[src/rtl/fsu4_pkg.sv]
// fsu4_pkg: shared state encoding and sizing constants for the nibble-serial subtractor.
package fsu4_pkg;
    typedef enum logic [1:0] {ST_IDLE, ST_RUN, ST_DONE} fsu4_state_t;
    localparam int NIB_W = 4;
    localparam int FSU4_WIDTH = 16;
endpackage

[src/rtl/fsu4_slice.sv]
// fsu4_slice: combinational 4-bit subtract slice built as X + ~Y + ~BIN.
module fsu4_slice
    import fsu4_pkg::*;
(
    input  logic [NIB_W-1:0] X,
    input  logic [NIB_W-1:0] Y,
    input  logic             BIN,
    output logic [NIB_W-1:0] DIFF,
    output logic             BOUT
);
    logic [NIB_W:0] w_sum;
    assign w_sum = {1'b0, X} + {1'b0, ~Y} + {{NIB_W{1'b0}}, ~BIN};
    assign DIFF  = w_sum[NIB_W-1:0];
    assign BOUT  = ~w_sum[NIB_W];
endmodule

[src/rtl/fsu4_seq.sv]
// fsu4_seq: sequential A - B - BI, one nibble per clock through a single shared slice.
module fsu4_seq
    import fsu4_pkg::*;
#(
    parameter int WIDTH = FSU4_WIDTH
) (
    input  logic             CK,
    input  logic             CD,
    input  logic             START,
    input  logic [WIDTH-1:0] A,
    input  logic [WIDTH-1:0] B,
    input  logic             BI,
    output logic             BUSY,
    output logic             DONE,
    output logic [WIDTH-1:0] D,
    output logic             BO,
    output logic             OV
);
    localparam int NNIB = WIDTH / NIB_W;
    localparam int IW   = (NNIB > 1) ? $clog2(NNIB) : 1;

    if (WIDTH < NIB_W || WIDTH % NIB_W != 0) begin : g_bad_width
        $error("fsu4_seq: WIDTH must be a positive multiple of 4");
    end

    fsu4_state_t      r_state, w_next;
    logic [IW-1:0]    r_idx;
    logic             r_borrow, r_bo, r_ov;
    logic [WIDTH-1:0] r_a, r_b, r_shadow, r_d;
    logic [WIDTH-1:0] w_shadow;
    logic [NIB_W-1:0] w_x, w_y, w_diff;
    logic             w_bout, w_last, w_accept;

    assign w_x      = NIB_W'(r_a >> {r_idx, 2'b00});
    assign w_y      = NIB_W'(r_b >> {r_idx, 2'b00});
    assign w_last   = r_idx == IW'(NNIB - 1);
    assign w_accept = (r_state == ST_IDLE) && START;
    // Nibbles enter at the top and shift down, so after NNIB steps nibble 0 sits at the bottom.
    assign w_shadow = (r_shadow >> NIB_W) | (WIDTH'(w_diff) << (WIDTH - NIB_W));

    fsu4_slice u_slice (
        .X    (w_x),
        .Y    (w_y),
        .BIN  (r_borrow),
        .DIFF (w_diff),
        .BOUT (w_bout)
    );

    always_ff @(posedge CK or posedge CD) begin
        if (CD) r_state <= ST_IDLE;
        else    r_state <= w_next;
    end

    always_comb begin
        w_next = r_state;
        if (w_accept)                         w_next = ST_RUN;
        else if (r_state == ST_RUN && w_last) w_next = ST_DONE;
        else if (r_state == ST_DONE)          w_next = ST_IDLE;
    end

    always_ff @(posedge CK or posedge CD) begin
        if (CD) begin
            r_a      <= '0;
            r_b      <= '0;
            r_idx    <= '0;
            r_borrow <= 1'b0;
            r_shadow <= '0;
            r_d      <= '0;
            r_bo     <= 1'b0;
            r_ov     <= 1'b0;
        end else if (w_accept) begin
            r_a      <= A;
            r_b      <= B;
            r_idx    <= '0;
            r_borrow <= BI;
            r_shadow <= '0;
        end else if (r_state == ST_RUN) begin
            r_shadow <= w_shadow;
            r_borrow <= w_bout;
            r_idx    <= r_idx + 1'b1;
            if (w_last) begin
                r_d  <= w_shadow;
                r_bo <= w_bout;
                r_ov <= (r_a[WIDTH-1] != r_b[WIDTH-1]) && (w_shadow[WIDTH-1] != r_a[WIDTH-1]);
            end
        end
    end

    assign BUSY = r_state != ST_IDLE;
    assign DONE = r_state == ST_DONE;
    assign D    = r_d;
    assign BO   = r_bo;
    assign OV   = r_ov;
endmodule

[config.mk]
export PLATFORM = sky130hd
export DESIGN_NAME = fsu4_seq
export DESIGN_NICKNAME = d
export VERILOG_FILES = /design/src/rtl/fsu4_pkg.sv /design/src/rtl/fsu4_slice.sv /design/src/rtl/fsu4_seq.sv
export SDC_FILE = /design/constraint.sdc
export NUM_CORES = 1
export LEC_CHECK = 0
export ABC_CLOCK_PERIOD_IN_PS = 2600
export CAP_MARGIN = 20
export CORE_MARGIN = 3
export CORE_UTILIZATION = 40
export DETAILED_ROUTE_END_ITERATION = 10
export GPL_TIMING_DRIVEN = 1
export RECOVER_POWER = 100
export SLEW_MARGIN = 20
export SYNTH_ARGS = -nofsm -noshare
export SYNTH_HDL_FRONTEND = slang
export SYNTH_SLANG_ARGS = --single-unit
[constraint.sdc]
create_clock -name CK -period 2.6 [get_ports CK]
set_input_delay 0.39 -clock CK [delete_from_list [all_inputs] [get_ports CK]]
set_output_delay 0.39 -clock CK [all_outputs]
set_load 0.02 [all_outputs]
==> summary.md <==
| Metric | Value |
|---|---|
| Outcome | `finished, final reports clean` |
| Filler cells | `roughly 700` |
| # rows | `31` |
| Final setup vio count | `0` |
| Register bit total from synthesis | `67` |
| CP Launch Type | `flip-flop` |
| Cell Area, Synth | `~3000 um2` |
| Final min period | `approximately 2300 ps` |
| Worst Hold Class | `reg -> reg` |
| Port bufs | `between 50 and 60` |
| Share of cells above drive strength 1 | `roughly 20%` |
| Unique masters post-synth | `38` |
| Area of the multi-input gates | `1170 um2` |
| Die area | `8640 um2` |
| Flop-to-flop setup slack | `between 200 and 300 ps` |
| Largest net degree at the start of global routing | `33` |
| Unrepaired setup endpoints after global routing | `false` |
| Synth Area in XOR/XNOR | `0.579%` |
| Most frequent cells in the layout | `dfrtp_1 (67), clkdlybuf4s50_1 (34), nand2_1 (31), mux2_2 (28), dlygate4sd3_1 (21)` |
| Hold buffer count at CTS | `0` |
| Hold Path Origin | `D[12]` |
| Area Overhead vs Synth | `24.4%` |
| Maximum VDD drop | `~0.55 mV` |
| Slew @ Worst Pin | `876 ps` |
| Initial Util | `about two fifths` |
| Post-CTS sizing | `0` |
| Synth Area in Adders | `slightly below 3%` |
| Type of the worst setup path | `reg -> reg` |
| Placed cell areas | `between 3000 and 4000 um2` |
| Core area | `~7300 um2` |
| DRT Pass-1 Iters | `4` |
| NumNets Final | `between 300 and 400` |
| Grt ovf | `0` |
| Max-Cap Viols | `0` |
| Iteration-0 DRC count of the detailed router | `46` |
| Clock insertion delay at the later pin of the skew report | `approximately 330 ps` |
| RR Startpoint | `r_idx[0]` |
| Design Area, Final | `roughly 3800 um2` |
| Vias in the first global route | `about 1900` |
| Chip height | `roughly 93 um` |
| CTS sink count | `67` |
| Mapped Cells | `220` |
| Htree depth | `3` |
| Most common cell after layout, fill and taps aside | `dfrtp_1` |
| Crit path from | `r_idx[0]` |
| Seq/Total Area, Yosys | `around 55%` |
| Residual DRC | `0` |
| Largest family of logic cells by synthesized area | `multiplexers` |
| Fin crit share | `89.3%` |
| Routed Antenna Nets | `0` |
| Critical Path RT | `about 2900 ps` |
| GP Congestion | `roughly 0.78` |
| Worst-path clk slew | `roughly 60 ps` |
| Vias post-DR | `around 1900` |
| Routed length per instance | `14.5 um` |
| Clock Path Buffers | `2` |
| GRT Resource Usage Total | `around 14%` |
| Die width | `92.9 um` |
| Sequential cell area | `~1700 um2` |
| Final wirelength | `5570 um` |
| Mux cell area share after synthesis | `around a quarter` |
| # Post-CTS Setup Buffers | `0` |
| Post-synthesis compound-gate area fraction | `~5.5%` |
| Achievable Freq | `approximately 430 MHz` |
| Crit Path Max Fanout | `8` |
| Final Hold Vio Count | `0` |
| Global-route wire length before repair | `9580 um` |
| Max Slew Vio Count | `0` |
| Initial antenna violation count | `0` |
| Worst slew margin | `between 40% and 50%` |
| Final Skew | `5.73 ps` |
| DP Wirelength | `4080 um` |
| Crit path DAT | `about 2600 ps` |
| Setup TNS | `0 ps` |
| Synth warnings | `0` |
| LEAKAGE | `about 0.0016 uW` |
| TritonCTS Buffers | `9` |
| Syn nets | `roughly 260` |
| Vias/cell | `between 4 and 5` |
| TritonCTS clock tree | `done` |
| Syn_area_per_cell | `13.7 um2` |
| Simple-gate share of the synthesized area | `around 7.2%` |
| Antenna diodes | `0` |
| Crit end category | `flip-flop` |
| Power Dens Cells | `1350 nW/um2` |
| Root buf cell | `clkbuf_8` |
| I/O pin count | `between 50 and 60` |
worst paths after layout:
| kind | depth (start not counted) | to |
|---|---|---|
| worst min register to register | 2 | D[12] |
| worst max register to register | 8 | OV |
| max in group asynchronous | 3 | r_b[15] |
| min in group asynchronous | 2 | r_state[0] |
| worst max-delay path | 8 | OV |
| worst min-delay path | 2 | D[12] |
sequential cells by signal (all words and copies together), names as in the netlist:
register and count:
BO 1, D 16, OV 1, r_a 16
r_b 16, r_borrow 1, r_idx 2, r_shadow 12
r_state 2
Yosys cell counts:
master     instances  area (um2)
nor3b_1            1        7.51
xnor2_1            1        8.76
mux2_2            28         315
o2111ai_1          1        8.76
nor2_1             1        3.75
dfrtp_1           67        1680
buf_8              1        15.0
buf_2              6        30.0
clkbuf_1           1        3.75
nand3_1            1        5.00
mux2_4            15         225
and3b_1            1        8.76
and2b_1            1        7.51
nand3b_1           2        15.0
mux2_1             1        11.3
o22ai_1            4        25.0
o21ai_0           15        75.1
nor3_1             1        5.00
buf_12             1        20.0
o21a_1             1        7.51
mux4_2             8         180
ha_1               4        50.1
or2_4              1        8.76
nand2_2            1        6.26
buf_6              2        22.5
nand2_1           30         113
a21oi_1            3        15.0
nor2b_1            2        12.5
nand2b_1           2        12.5
fa_1               2        40.0
nor2_4             1        11.3
xor2_1             1        8.76
a211o_1            1        8.76
buf_4              1        7.51
a21o_1             1        7.51
o21ai_1            2        10.0
o211ai_1           1        7.51
inv_1              7        26.3
power by group:
| group | internal (uW) | total (uW) | leakage (uW) | switching, uW |
|---|---|---|---|---|
| Sequential | 1560 | 1890 | 0.000815 | 323 |
| Combinational | 1230 | 2410 | 0.000725 | 1180 |
| Clock | 416 | 772 | 0.0000953 | 356 |
metal layers:
layer,up-vias,track usage (%),routed length [um]
met5,-,0,0
met4,0,4.76,65
met3,6,4.39,293
met2,50,22.9,2700
met1,918,18.7,2510
li1,900,-,-
final cells by class:
cell class	instances	share of cell area, %
sequential	67	44.6
multi-input combinational	134	31.0
timing repair buffer	62	15.6
clock buffer	13	4.49
tap	99	3.29
inverter	7	0.699
clock inverter	2	0.266
through the flow:
stage / hold WS [ps] / cells / total power (uW) / utilization [%] / setup slack [ps]
global route: 511 / 384 / 5520 / 51.6 / 53.0
floorplan: 464 / 220 / 3780 / - / 246
finish: 473 / 384 / 5070 / 51.6 / 278
detailed placement: 469 / 369 / 4570 / 50.4 / 265
CTS: 398 / 384 / 5350 / 52.9 / 255
global placement: 464 / 369 / 4500 / 50.4 / 305
critical path, stage by stage, from the launching register on:
cell	delay, ps
dfrtp_1	550
clkbuf_1	260
mux4_2	520
inv_1	80
ha_1	290
nor2_1	120
nand2_1	60
a211o_1	290
nand3_1	80
cell families after synthesis:
| family | count (synthesis) |
|---|---|
| compound gates | 29 |
| mux | 52 |
| fa+ha+maj | 6 |
| xor+xnor | 2 |
| simple gates | 45 |
| flops | 67 |
| buf+inv | 19 |
No activity file was read; power rests on OpenSTA's default activity.
